--- config.mk ---
export PLATFORM = sky130hd
export DESIGN_NAME = spi_slave_flat
export DESIGN_NICKNAME = d
export VERILOG_FILES = /design/src/rtl/spi_slave_if.sv /design/src/rtl/spi_slave.sv /design/src/flat_wrapper.sv
export SDC_FILE = /design/constraint.sdc
export NUM_CORES = 1
export LEC_CHECK = 0
export CAP_MARGIN = 0
export CORE_MARGIN = 2
export CORE_UTILIZATION = 39
export CTS_BUF_LIST = sky130_fd_sc_hd__clkbuf_4
export CTS_CLUSTER_DIAMETER = 30
export CTS_CLUSTER_SIZE = 16
export DETAILED_ROUTE_END_ITERATION = 7
export HOLD_SLACK_MARGIN = 0.06
export SETUP_SLACK_MARGIN = 0.15
export SYNTH_ARGS = -nofsm -noshare
export SYNTH_HDL_FRONTEND = slang
export SYNTH_SLANG_ARGS = --single-unit
--- constraint.sdc ---
create_clock -name clk -period 2.6 [get_ports clk]
set_clock_uncertainty 0.2 [all_clocks]
set_input_delay 0.26 -clock clk [delete_from_list [all_inputs] [get_ports clk]]
set_output_delay 0.26 -clock clk [all_outputs]
set_load 0.05 [all_outputs]
--- src/rtl/spi_slave_if.sv ---
// Bus between the SPI responder and its surroundings: serial pins plus tx/rx word handshakes.
`timescale 1ns/1ps
interface spi_slave_if #(
   parameter int W_Data = 32
) ();
   logic              sclk_in, cs_n_in, mosi_in;
   logic              miso_out, miso_oe;
   logic [W_Data-1:0] tx_data;
   logic              tx_valid, tx_ready;
   logic [W_Data-1:0] rx_data;
   logic              rx_valid, rx_ack;
   logic              clr_flags, overrun, underrun;

   modport slave (
      input  sclk_in, cs_n_in, mosi_in, tx_data, tx_valid, rx_ack, clr_flags,
      output miso_out, miso_oe, tx_ready, rx_data, rx_valid, overrun, underrun
   );

   modport master (
      output sclk_in, cs_n_in, mosi_in, tx_data, tx_valid, rx_ack, clr_flags,
      input  miso_out, miso_oe, tx_ready, rx_data, rx_valid, overrun, underrun
   );
endinterface

--- src/rtl/spi_slave.sv ---
// SPI mode-0 responder: synchronizes sclk/cs_n/mosi into clk and shifts full-duplex
// W_Data-bit words MSB first, with a held rx word and a one-entry tx buffer.
`timescale 1ns/1ps
module spi_slave #(
   parameter int W_Data    = 32,
   parameter int W_Counter = 5,
   parameter int N_Sync    = 2
) (
   input logic        clk,
   input logic        rst,
   spi_slave_if.slave bus
);
   typedef enum logic [1:0] {IDLE, LOAD, SHIFT} state_t;
   localparam logic [W_Counter-1:0] CNT_INIT = W_Counter'(W_Data - 1);

   state_t               state;
   logic [N_Sync-1:0]    sclk_sync, cs_sync, mosi_sync;
   logic                 sclk_prev, cs_prev;
   logic [W_Counter-1:0] counter;
   logic [W_Data-1:0]    tx_shift, rx_shift, tx_buf, rx_data;
   logic                 tx_full, seen_rise;
   logic                 miso, miso_oe, rx_valid, overrun, underrun;

   logic sclk_s, cs_s, mosi_s, sclk_rise, sclk_fall, cs_fall;
   logic load_go, complete, tx_wr;

   assign sclk_s    = sclk_sync[N_Sync-1];
   assign cs_s      = cs_sync[N_Sync-1];
   assign mosi_s    = mosi_sync[N_Sync-1];
   assign sclk_rise = sclk_s & ~sclk_prev;
   assign sclk_fall = ~sclk_s & sclk_prev;
   assign cs_fall   = ~cs_s & cs_prev;
   assign load_go   = (state == LOAD) && !cs_s;
   assign complete  = (state == SHIFT) && !cs_s && sclk_rise && (counter == '0);
   assign tx_wr     = bus.tx_valid && !tx_full;

   // cs_n chain resets to deselected so leaving reset never looks like a select edge
   always_ff @(posedge clk) begin
      if (rst) begin
         sclk_sync <= '0;
         cs_sync   <= '1;
         mosi_sync <= '0;
         sclk_prev <= 1'b0;
         cs_prev   <= 1'b1;
      end else begin
         sclk_sync <= {sclk_sync[N_Sync-2:0], bus.sclk_in};
         cs_sync   <= {cs_sync[N_Sync-2:0], bus.cs_n_in};
         mosi_sync <= {mosi_sync[N_Sync-2:0], bus.mosi_in};
         sclk_prev <= sclk_s;
         cs_prev   <= cs_s;
      end
   end

   always_ff @(posedge clk) begin
      if (rst) begin
         state     <= IDLE;
         counter   <= CNT_INIT;
         tx_shift  <= '0;
         rx_shift  <= '0;
         tx_buf    <= '0;
         tx_full   <= 1'b0;
         seen_rise <= 1'b0;
         miso      <= 1'b0;
         miso_oe   <= 1'b0;
         rx_data   <= '0;
         rx_valid  <= 1'b0;
         overrun   <= 1'b0;
         underrun  <= 1'b0;
      end else begin
         if (load_go && tx_full)
            tx_full <= 1'b0;
         else if (tx_wr) begin
            tx_full <= 1'b1;
            tx_buf  <= bus.tx_data;
         end

         if (complete) begin
            rx_data  <= {rx_shift[W_Data-2:0], mosi_s};
            rx_valid <= 1'b1;
         end else if (bus.rx_ack)
            rx_valid <= 1'b0;

         if (complete && rx_valid && !bus.rx_ack) overrun <= 1'b1;
         else if (bus.clr_flags)                  overrun <= 1'b0;

         if (load_go && !tx_full) underrun <= 1'b1;
         else if (bus.clr_flags)  underrun <= 1'b0;

         if (cs_s) begin
            state   <= IDLE;
            miso_oe <= 1'b0;
         end else begin
            case (state)
               IDLE: if (cs_fall) state <= LOAD;
               LOAD: begin
                  tx_shift  <= tx_full ? tx_buf : '0;
                  miso      <= tx_full & tx_buf[W_Data-1];
                  counter   <= CNT_INIT;
                  miso_oe   <= 1'b1;
                  seen_rise <= 1'b0;
                  state     <= SHIFT;
               end
               SHIFT: begin
                  // The fall trailing the previous word's last rise lands here with
                  // seen_rise clear and must not shift out the freshly loaded MSB.
                  if (sclk_rise) begin
                     rx_shift  <= {rx_shift[W_Data-2:0], mosi_s};
                     seen_rise <= 1'b1;
                     if (counter == '0) state <= LOAD;
                  end else if (sclk_fall && seen_rise) begin
                     tx_shift <= {tx_shift[W_Data-2:0], 1'b0};
                     miso     <= tx_shift[W_Data-2];
                     if (counter != '0) counter <= counter - 1'b1;
                  end
               end
               default: state <= IDLE;
            endcase
         end
      end
   end

   assign bus.miso_out = miso;
   assign bus.miso_oe  = miso_oe;
   assign bus.tx_ready = ~tx_full;
   assign bus.rx_data  = rx_data;
   assign bus.rx_valid = rx_valid;
   assign bus.overrun  = overrun;
   assign bus.underrun = underrun;
endmodule
--- src/flat_wrapper.sv ---
// flat-port wrapper written by rule: the top's interface ports become plain ports
module spi_slave_flat 
#(
   parameter int W_Data    = 32,
   parameter int W_Counter = 5,
   parameter int N_Sync    = 2
)
  (clk, rst, bus_sclk_in, bus_cs_n_in, bus_mosi_in, bus_tx_data, bus_tx_valid, bus_rx_ack, bus_clr_flags, bus_miso_out, bus_miso_oe, bus_tx_ready, bus_rx_data, bus_rx_valid, bus_overrun, bus_underrun);
  spi_slave_if #(.W_Data(W_Data)) bus_i ();
  input logic clk;
  input logic rst;
  input wire logic [$bits(bus_i.sclk_in)-1:0] bus_sclk_in;
  input wire logic [$bits(bus_i.cs_n_in)-1:0] bus_cs_n_in;
  input wire logic [$bits(bus_i.mosi_in)-1:0] bus_mosi_in;
  input wire logic [$bits(bus_i.tx_data)-1:0] bus_tx_data;
  input wire logic [$bits(bus_i.tx_valid)-1:0] bus_tx_valid;
  input wire logic [$bits(bus_i.rx_ack)-1:0] bus_rx_ack;
  input wire logic [$bits(bus_i.clr_flags)-1:0] bus_clr_flags;
  output wire logic [$bits(bus_i.miso_out)-1:0] bus_miso_out;
  output wire logic [$bits(bus_i.miso_oe)-1:0] bus_miso_oe;
  output wire logic [$bits(bus_i.tx_ready)-1:0] bus_tx_ready;
  output wire logic [$bits(bus_i.rx_data)-1:0] bus_rx_data;
  output wire logic [$bits(bus_i.rx_valid)-1:0] bus_rx_valid;
  output wire logic [$bits(bus_i.overrun)-1:0] bus_overrun;
  output wire logic [$bits(bus_i.underrun)-1:0] bus_underrun;
  assign bus_i.sclk_in = bus_sclk_in;
  assign bus_i.cs_n_in = bus_cs_n_in;
  assign bus_i.mosi_in = bus_mosi_in;
  assign bus_i.tx_data = bus_tx_data;
  assign bus_i.tx_valid = bus_tx_valid;
  assign bus_i.rx_ack = bus_rx_ack;
  assign bus_i.clr_flags = bus_clr_flags;
  assign bus_miso_out = bus_i.miso_out;
  assign bus_miso_oe = bus_i.miso_oe;
  assign bus_tx_ready = bus_i.tx_ready;
  assign bus_rx_data = bus_i.rx_data;
  assign bus_rx_valid = bus_i.rx_valid;
  assign bus_overrun = bus_i.overrun;
  assign bus_underrun = bus_i.underrun;
  spi_slave #(.W_Data(W_Data), .W_Counter(W_Counter), .N_Sync(N_Sync)) u_core (.clk(clk), .rst(rst), .bus(bus_i));
endmodule
* Word level (Yosys, flattened, before mapping)
Index checks and enable logic that the tools add are counted.
Operators by class: reductions and logical operators 28, equal/unequal tests 8, $add $sub $neg 1, bitwise gates (word level) 9, multiplexer cells 22
Operator list (number):
- two-way mux 31 bit | 3
- one-hot mux 31 bit (2 select lines) | 1
- two-way mux 5 bit | 3
- logical AND 1 bit | 10
- one-hot mux 5 bit (2 select lines) | 1
- AND reduction 3 bit | 3
- two-way mux 1 bit | 8
- inequality test 2 bit (second input constant) | 4
- nonzero test 2 bit | 4
- two-way mux 2 bit | 3
- one-hot mux 2 bit (3 select lines) | 1
- zero test 5 bit | 1
- inverter 1 bit | 5
- AND reduction 5 bit | 1
- nonzero test 5 bit | 1
- subtractor 5 x 1 -> 5 bit (second input constant) | 1
- bitwise AND 1 bit | 4
- inequality test 2 x 1 -> 1 bit (second input constant) | 2
- one-hot mux 1 bit (2 select lines) | 2
- AND reduction 4 bit | 1
- OR reduction 2 bit | 2
- zero test 1 bit | 3
- == test 2 x 1 -> 1 bit (second input constant) | 1
- == test 2 bit (second input constant) | 1
- other kinds (2) | 2
Word-level totals: output and inout port bits 38, register bits after elaboration 148, input bits 40, word-level logic and storage cells 86

* Longest topological paths before layout
Gate-level depths: netlist of run 1.
depth after elaboration 7, gate-level depth with buffers 8, mapped depth without buffers 6

* Least setup slack after synthesis of run 1
No wires, ideal clock.
path kind reg2reg, from register u_core.state[0], to register u_core.tx_shift[12], cell stages (with the launch flop) 9, path slack 0.709 ns, clock period less this slack 1.891 ns, library setup time 0.086 ns, data arrival time 1.605 ns, buffers on the path 2, required time 2.314 ns, cell sequence dfxtp_1 inv_1 ha_1 buf_4 nand2b_1 a21oi_4 buf_4 nor2_1 a211oi_1
Between the ends: cells in the longest elaborated chain, start to end 3, elaborated cells between the ends (all ways) 7, classes of those cells eq/ne (4); mux (1); reduce/logical (2)
Ends and longest elaborated chain:
- start: declaration | RTL line spi_slave.sv:16 | state_t state;
- start signal: assignment | RTL line spi_slave.sv:56 | state <= IDLE;
- start signal: assignment | RTL line spi_slave.sv:90 | state <= IDLE;
- start signal: assignment | RTL line spi_slave.sv:94 | IDLE: if (cs_fall) state <= LOAD;
- == test 2 bit / == test 2 x 1 -> 1 bit (equally long branches) | RTL line spi_slave.sv:93 | case (state)
- inequality test 2 bit (no line) / nonzero test 2 bit (equally long branches)
- AND reduction 4 bit (no line)
- end signal: assignment | RTL line spi_slave.sv:96 | tx_shift <= tx_full ? tx_buf : '0;
- end signal: assignment | RTL line spi_slave.sv:111 | tx_shift <= {tx_shift[W_Data-2:0], 1'b0};
- end: declaration | RTL line spi_slave.sv:20 | logic [W_Data-1:0] tx_shift, rx_shift, tx_buf, rx_data;
Several ways; a longest one is shown, not always the timed one. A chain may end at the register's enable or synchronous reset.

* Final worst setup path of run 1
from register u_core.rx_data[30], in the netlist u_core.bus.rx_data[30], to output bus_rx_data[30]
RTL lines:
- start: declaration | RTL line spi_slave.sv:20
- start signal: assignment | RTL line spi_slave.sv:78 | rx_data <= {rx_shift[W_Data-2:0], mosi_s};
- end: declaration | RTL line flat_wrapper.sv:22 | output wire logic [$bits(bus_i.rx_data)-1:0] bus_rx_data;
No word-level cell between the ends.

==> results of run 1 <==
-- final cells by class --
class	count	area share, %
multi-input combinational	461	32.76
clock buffer	20	2.099
timing repair buffer	127	17.54
sequential	148	41.42
tap	180	3.149
inverter	8	0.4198
antenna	1	0.03498
clock inverter	11	2.571
-- synthesized netlist by cell type --
master     count  share of area (%)
nor3_1         2               0.18
nand2b_1       8               0.90
nand3_1        3               0.27
or2_2          2               0.23
mux2i_1        5               0.90
a21oi_1      101                9.1
or3_1          2               0.23
nand2_1      200                 14
nor2b_1        6               0.68
o21bai_1       3               0.41
inv_1          8               0.54
a211o_1        1               0.16
buf_1          5               0.34
a211oi_1      31                4.2
nor4b_1        1               0.16
buf_4          4               0.54
buf_2         11               0.99
buf_6          3               0.61
ha_1           6                1.4
nor2_1        44                3.0
o21ai_0        3               0.27
nor4bb_1       1               0.18
a21oi_2        1               0.16
dfxtp_1      148                 53
a221o_1        1               0.18
clkbuf_1      28                1.9
nand4bb_1      1               0.20
a21oi_4        1               0.29
a22oi_1       31                4.2
nand3b_1       1               0.14
nor2_4         1               0.20
nand4b_1       2               0.32
or4b_4         1               0.25
and3_1         2               0.23
-- report_power, final --
group / internal, µW / switching (µW)
registers: 2300 / 23.2
clock network: 877 / 755
logic: 130 / 121
-- path summary, 6_finish.rpt --
kind / startpoint / to / slack [ps] / cells past startpoint
hold reg to reg: u_core.cs_sync[0] / u_core.cs_sync[1] / 240 / 1
setup / recovery: u_core.bus.rx_data[30] / bus_rx_data[30] / 420 / 1
setup reg to reg: u_core.counter[0] / u_core.bus.rx_data[26] / 450 / 7
hold / removal: bus_tx_data[30] / u_core.tx_buf[30] / 130 / 3
-- per-stage QoR --
stage	util (%)	power [µW]	hold WS (ps)
after floorplan	-	2488	163.8
final	51.53	4210	132.1
after global placement	46.59	2587	201.7
after detailed placement	46.59	2590	200.2
after global routing	51.53	4399	60.33
after CTS	51.37	4266	60.86
-- sequential cells by signal, summed over array words and instances, names as in the netlist --
name,count
u_core.bus.miso_oe,1
u_core.bus.miso_out,1
u_core.bus.overrun,1
u_core.bus.rx_data,32
u_core.bus.rx_valid,1
u_core.bus.underrun,1
u_core.counter,5
u_core.cs_prev,1
u_core.cs_sync,2
u_core.mosi_sync,2
u_core.rx_shift,31
u_core.sclk_prev,1
u_core.sclk_sync,2
u_core.seen_rise,1
u_core.state,2
u_core.tx_buf,32
u_core.tx_full,1
u_core.tx_shift,31
-- metal layers --
metal | track usage, % | wire length, µm | part of all wire (%)
met5 | 0 | 0 | 0
met1 | 20.29 | 5585 | 47
met2 | 27.75 | 5699 | 48
met4 | 6.250 | 163 | 1.4
met3 | 5.581 | 511 | 4.3
-- timing repair --
| action | in CTS | in global routing |
|---|---|---|
| hold buffers | 33 | 2 |
| endpoints found under the setup margin | 1 | 0 |
| gates resized for setup | 1 | 0 |
| endpoints found under the hold margin | 34 | 2 |
-- logic make-up (layout without fill, tap and decap cells) --
family / after synthesis / in the layout / share of synthesized area [%]
AOI/OAI and AO/OA: 173 / 173 / 18.93
adders and majority gates: 6 / 6 / 1.350
buffers and inverters: 59 / 166 / 4.907
DFF: 148 / 148 / 53.30
muxes: 5 / 5 / 0.9003
other: 0 / 1 / 0
and+or+nand+nor: 277 / 277 / 20.62
==> results.sh, run 1 <==
export IMPL_slew_violations=0
export IMPL_cp_slowest_cell="clkdlybuf4s50_1"
export IMPL_tightest_slew_ps=693.7
export IMPL_cts_root_buf="clkbuf_4"
export IMPL_rows=43
export IMPL_layout_nets=809
export IMPL_synthesis_nets=714
export IMPL_cap_viol_max_count=0
export IMPL_crit_fanout=2
export IMPL_die_w_um=123.4
export IMPL_setup_violations=0
export IMPL_via_per_inst=4.925
export IMPL_coreArea_um2=13880
export IMPL_mostFrequentLayoutCell="nand2_1"
export IMPL_cts_sinks=148
export IMPL_crit_arrival_ps=1720
export IMPL_netlist_area_um2=5559
export IMPL_place_hpwl_um=7661
export IMPL_wl_per_cell_um=12.51
export IMPL_grt_overflow=0
export IMPL_clock_fmax_mhz=458.5
export IMPL_placed_cells=889
export IMPL_layout_common_cells="nand2_1, dfxtp_1, a21oi_1"
export IMPL_hold_viol=0
export IMPL_clockBufferDepth=2
export IMPL_fin_setup_tns_ps=0
export IMPL_critPathMaxStageDelay_ps=810
export IMPL_status="finished, final reports clean"
export IMPL_port_buffers=77
export IMPL_clk_latency_ps=530
export IMPL_cts_tree="built"
export IMPL_antenna_found_initial=1
export IMPL_vias=4708
export IMPL_track_usage_pct=16.80
export IMPL_startpoint_type="register"
export IMPL_grt_pass1_wl_um=20260
export IMPL_irDropWorstVdd_mv=0.2970
export IMPL_die_area_um2=15230
export IMPL_avgSynthCellArea_um2=8.322
export IMPL_synth_seq_cells=148
export IMPL_critPathKind="reg -> out"
export IMPL_dp_slack_ps=462.5
export IMPL_fin_ws_ps=418.9
export IMPL_sequential_cell_area_um2=2963
export IMPL_routed_wl_um=11960
export IMPL_cp_required_ps=2140
export IMPL_fin_crit_ps=2181
export IMPL_p_per_area_nw_per_um2=588.5
export IMPL_end_kind="primary output"
export IMPL_grt_max_degree=81
export IMPL_drc=0
export IMPL_path_buf_inv=1
export IMPL_die_y_um=123.4
export IMPL_yosysWarnings=0
export IMPL_area_delta_synth_final_pct=28.67
export IMPL_crit_chain="clkdlybuf4s50_1"
export IMPL_drive_gt1_share_pct=6.839
export IMPL_cts_htree_levels=4
export IMPL_yosysSeqAreaShare_pct=53.30
export IMPL_drtPass1Iterations=5
export IMPL_ios=78
export IMPL_rsz0062_at_grt="no"
export IMPL_place_area_um2=6467
export IMPL_relSlewSlack_pct=53.75
export IMPL_initial_core_util_pct=40.05
export IMPL_design_area_um2=7153
export IMPL_cp_top_family="buffers and inverters"
export IMPL_cts_made_buffers=17
export IMPL_worstHoldPathType="in -> reg"
export IMPL_grt_pass1_vias=4514
export IMPL_multi_input_area_um2=2344
export IMPL_drtAntennaViolNets=0
export IMPL_leakage_uw=0.002395
export IMPL_synthCells=668
export IMPL_synth_cell_types=34
export IMPL_fin_crit_sh_pct=83.89
export IMPL_clkTransAtPathRegs_ps=120
export IMPL_layout_cells_non_filler=956
export IMPL_fillCellCount=1341
export IMPL_gp_congestion=0.7236
export IMPL_cts_setup_buffers=0
export IMPL_drt_initial_drc_count=271
(Power assumes the default switching activity.)
==> run 2, diff against run 1 <==
- clock period: 2.6 -> 1.9 ns (I/O delays scaled with it)
==> results.sh, run 2 (synthesis results as in run 1) <==
export IMPL_fin_crit_sh_pct=101.8
export IMPL_hold_start="bus_clr_flags"
export IMPL_drtAntennaViolNets=0
export IMPL_ios=78
export IMPL_grt_max_degree=89
export IMPL_cts_tree="built"
export IMPL_area_delta_synth_final_pct=43.80
export IMPL_end_kind="register"
export IMPL_relSlewSlack_pct=72.86
export IMPL_clockBufferDepth=2
export IMPL_cts_htree_levels=4
export IMPL_cts_root_buf="clkbuf_4"
export IMPL_antenna_found_initial=0
export IMPL_antennaDiodeCount=0
export IMPL_track_usage_pct=18.16
export IMPL_power_uw=5137
export IMPL_critPathKind="reg -> reg"
export IMPL_drive_gt1_share_pct=23.04
export IMPL_rsz0062_at_grt="yes"
export IMPL_clock_fmax_mhz=517.2
export IMPL_grt_pass1_wl_um=21760
export IMPL_cp_required_ps=2160
export IMPL_leakage_uw=0.002732
export IMPL_port_buffers=77
export IMPL_status="finished, violations left"
export IMPL_cts_made_buffers=17
export IMPL_tightest_slew_ps=407.1
export IMPL_wl_per_cell_um=14.00
export IMPL_grt_overflow=0
export IMPL_die_w_um=123.4
export IMPL_clk_latency_ps=550
export IMPL_routed_wl_um=13940
export IMPL_setup_violations=5
export IMPL_irDropWorstVdd_mv=0.4557
export IMPL_p_per_area_nw_per_um2=642.6
export IMPL_top_regs="u_core.bus.rx_data x32, u_core.tx_buf x32"
export IMPL_worstHoldPathType="in -> reg"
export IMPL_initial_core_util_pct=40.05
export IMPL_reg2reg_from="u_core.state[1]"
export IMPL_drc=0
export IMPL_violations="setup timing"
export IMPL_coreArea_um2=13880
export IMPL_grt_use_met1_pct=23.02
export IMPL_cts_sinks=148
export IMPL_via_per_inst=4.999
export IMPL_crit_arrival_ps=2190
export IMPL_crit_fanout=11
export IMPL_grt_util_met3_pct=4.244
export IMPL_place_hpwl_um=7797
export IMPL_fin_ws_ps=-33.58
export IMPL_drtPass1Iterations=4
export IMPL_drt_initial_drc_count=325
export IMPL_rows=43
export IMPL_die_y_um=123.4
export IMPL_layout_common_cells="nand2_1, dfxtp_1, a21oi_1"
export IMPL_design_area_um2=7994
export IMPL_grt_pass1_vias=4635
export IMPL_mostFrequentLayoutCell="nand2_1"
export IMPL_fillCellCount=1259
export IMPL_clkTransAtPathRegs_ps=110
export IMPL_gp_congestion=0.7542
export IMPL_layout_nets=852
export IMPL_hold_viol=0
export IMPL_vias=4979
export IMPL_cap_viol_max_count=0
export IMPL_place_area_um2=6573
export IMPL_die_area_um2=15230
export IMPL_startpoint_type="register"
export IMPL_crit_start="u_core.state[1]"
export IMPL_met2_usage_pct=29.88
export IMPL_top_usage_layer="met2"
export IMPL_slew_violations=0
export IMPL_fin_crit_ps=1934
run 2: cell types whose count changed in the layout (fill, tap and decap cells not counted), moves of 6 or more:
cell,previous run,this run
buf_4,14,30
a22oi_2,0,15
a21oi_2,1,13
clkdlybuf4s15_2,0,30
nor2_1,43,36
buf_6,0,9
buf_12,2,11
a22oi_1,31,16
a21oi_1,101,88
buf_16,0,6
clkdlybuf4s50_1,75,38
run 2: report_power, final:
part           total (µW)  switching [µW]  internal (µW)
clock                1540            1030            511
combinational         416             196            220
sequential           3180            33.7           3150
run 2: worst max-delay path, cell delays in order, from the launching register on:
cell and delay (ps):
dfxtp_4 380, inv_1 160, ha_4 190, nand2b_4 70
a21oi_4 160, buf_12 140, buf_12 110, buf_12 120
nor2_1 50, a211oi_1 270
run 2: per-stage QoR:
stage	std cells	util (%)	hold WS, ps	setup slack (ps)	setup TNS (ps)
floorplan	668	-	93.81	150.7	0
global placement	894	47.35	197.4	15.76	0
detailed placement	894	47.35	201.7	-28.53	-56.35
CTS	985	54.75	94.05	10.17	0
global route	996	57.59	145.7	-124.3	-2656
finish	996	57.59	130.5	-33.58	-65.98
run 2: what timing repair did:
| action | in CTS | in global routing |
|---|---|---|
| hold buffers | 36 | 0 |
| resized for setup | 122 | 68 |
| buffers inserted | 19 | 7 |
| pin swaps | 7 | 22 |
| endpoints found under the hold margin | 94 | 0 |
| endpoints found under the setup margin | 106 | 109 |
| gates cloned | 7 | 4 |
run 2: layout make-up:
type	instances	area, µm²	share of cell area [%]
Inverter	8	32.53	0.4069
Clock inverter	9	42.54	0.5322
Timing Repair Buffer	170	1948	24.37
Sequential cell	148	2974	37.20
Clock buffer	20	150.1	1.878
Tap cell	180	225.2	2.817
Multi-Input combinational cell	461	2621	32.79
run 2: final timing paths:
check | to | slack [ps] | cells past startpoint
hold / removal | u_core.bus.underrun | 130 | 4
setup / recovery | u_core.tx_shift[19] | -30 | 9
hold reg to reg | u_core.cs_sync[1] | 220 | 1
setup reg to reg | u_core.tx_shift[19] | -30 | 9
run 2: per-layer routing:
| metal | vias up | wire, µm |
|---|---|---|
| met5 | - | 0 |
| met4 | 0 | 174 |
| met3 | 16 | 473 |
| met2 | 85 | 6894 |
| met1 | 2348 | 6399 |
| li1 | 2530 | - |
==> run 3, diff against run 2 <==
- CORE_MARGIN: 2 -> 10
- SLEW_MARGIN: default -> 20
==> results.sh, run 3 (synthesis results as in run 1) <==
export IMPL_status="finished, final reports clean"
export IMPL_clockBufferDepth=2
export IMPL_dp_slack_ps=28.16
export IMPL_layout_nets=842
export IMPL_startpoint_type="register"
export IMPL_clock_fmax_mhz=533.7
export IMPL_place_hpwl_um=8487
export IMPL_top_regs="u_core.bus.rx_data x32, u_core.tx_buf x32"
export IMPL_port_buffers=77
export IMPL_cap_viol_max_count=0
export IMPL_mostFrequentLayoutCell="nand2_1"
export IMPL_die_y_um=139.4
export IMPL_p_per_area_nw_per_um2=704.4
export IMPL_layout_common_cells="nand2_1, dfxtp_1, a21oi_1"
export IMPL_hold_viol=0
export IMPL_p_comb_share_pct=7.2
export IMPL_power_frac_clock_pct=36.0
export IMPL_drtPass1Iterations=4
export IMPL_cp_slowest_cell="or4b_4"
export IMPL_cts_tree="built"
export IMPL_initial_core_util_pct=39.89
export IMPL_critPathKind="reg -> reg"
export IMPL_via_per_inst=5.054
export IMPL_power_switching_uw=1308
export IMPL_die_area_um2=19430
export IMPL_wl_per_cell_um=15.13
export IMPL_die_w_um=139.4
export IMPL_grt_overflow=0
export IMPL_clkTransAtPathRegs_ps=120
export IMPL_ios=78
export IMPL_end_kind="register"
export IMPL_cts_sinks=148
export IMPL_fin_crit_sh_pct=98.61
export IMPL_vias=4993
export IMPL_area_delta_synth_final_pct=43.03
export IMPL_worstHoldPathType="in -> reg"
export IMPL_crit_chain="inv_2 > ha_4 > or4b_4 > nor2_4 > clkbuf_16 > nand2_1 > a21oi_1"
export IMPL_crit_fanout=16
export IMPL_setup_violations=0
export IMPL_antenna_found_initial=0
export IMPL_routed_wl_um=14950
export IMPL_fin_crit_ps=1874
export IMPL_swShare_pct=23.35
export IMPL_placed_cells=894
export IMPL_track_usage_pct=14.44
export IMPL_drc=0
export IMPL_drtAntennaViolNets=0
export IMPL_rows=43
export IMPL_grt_pass1_wl_um=23580
export IMPL_coreArea_um2=13930
export IMPL_irDropWorstVdd_mv=0.3546
export IMPL_tightest_slew_ps=468.6
export IMPL_critPathMaxStageDelay_ps=490
export IMPL_fin_ws_ps=26.32
export IMPL_grt_max_degree=81
export IMPL_grt_pass1_vias=4842
export IMPL_crit_arrival_ps=2160
export IMPL_cts_htree_levels=4
export IMPL_cts_root_buf="clkbuf_4"
export IMPL_relSlewSlack_pct=68.76
export IMPL_drive_gt1_share_pct=22.77
export IMPL_rsz0062_at_grt="yes"
export IMPL_clk_latency_ps=560
export IMPL_layout_cells_non_filler=988
export IMPL_cp_required_ps=2190
export IMPL_internal_power_uw=4293
export IMPL_cts_made_buffers=17
export IMPL_slew_violations=0
export IMPL_antennaDiodeCount=0
export IMPL_drt_initial_drc_count=225
export IMPL_pwr_share_seq_pct=56.7
export IMPL_gp_congestion=0.7797
export IMPL_leakage_uw=0.002810
==> run 3: cell types whose count changed in the layout (fill, tap and decap cells not counted), sizes merged <==
cell	before	now
clkbuf	24	26
buf	61	72
clkdlybuf4s18	1	3
clkdlybuf4s15	30	5
clkinv	8	7
bufinv	0	3
==> run 3: layer usage <==
metal	part of all wire [%]	global-route usage [%]	wire (µm)	vias up
li1	-	-	-	2508
met4	1.6	5.052	239	0
met2	50	24.12	7412	110
met1	45	17.21	6669	2354
met3	4.2	4.253	629	21
met5	0	0	0	-
==> run 3: layout make-up <==
class	count	area (µm²)
Timing Repair Buffer	160	1767
Tap cell	180	225.2
Clock inverter	11	136.4
Fill cell	1224	5983
Multi-Input combinational cell	461	2663
Inverter	8	35.03
Clock buffer	20	150.1
Sequential cell	148	2975
==> run 3: repair_timing <==
action | CTS | global route
gates cloned | 5 | 5
buffers inserted | 14 | 3
pin swaps | 19 | 19
resized for setup | 72 | 83
endpoints found under the setup margin | 103 | 116
endpoints found under the hold margin | 101 | 0
hold buffers | 36 | 0
==> run 3: power groups by stage <==
stage | clock [µW] | sequential (µW) | combinational, µW
finish | 2020 | 3180 | 406
global route | 2210 | 3190 | 442
CTS | 2080 | 3180 | 392
detailed placement | 0 | 3250 | 315
global placement | 0 | 3250 | 311
floorplan | 0 | 3240 | 162
==> run 3: critical path: cells and delay by family (launching register included) <==
family                     cells  cell delay, ps
AOI/OAI and AO/OA              1             120
adders and majority gates      1             140
buffers and inverters          2             270
DFF                            1             350
and+or+nand+nor                3             720
==> run 3: worst paths after layout <==
path | to | cells after the start | slack [ps] | startpoint
max reg2reg | u_core.bus.rx_data[29] | 7 | 30 | u_core.counter[1]
min reg2reg | u_core.cs_sync[1] | 1 | 220 | u_core.cs_sync[0]
max | u_core.bus.rx_data[29] | 7 | 30 | u_core.counter[1]
min | u_core.bus.rx_valid | 3 | 140 | bus_rx_ack
==> run 3: per-stage QoR <==
| step | TNS [ps] | power [µW] | util, % | hold slack, ps | area [µm²] |
|---|---|---|---|---|---|
| 6_report | 0 | 5601 | 57.06 | 140.3 | 7951 |
| 5_1_grt | -940.4 | 5840 | 57.06 | 127.3 | 7951 |
| 4_1_cts | 0 | 5655 | 54.40 | 113.8 | 7580 |
| 3_5_place_dp | 0 | 3567 | 47.04 | 200.6 | 6555 |
| 3_3_place_gp | 0 | 3562 | 47.04 | 200.8 | 6555 |
| 2_1_floorplan | 0 | 3406 | - | 93.81 | 5619 |
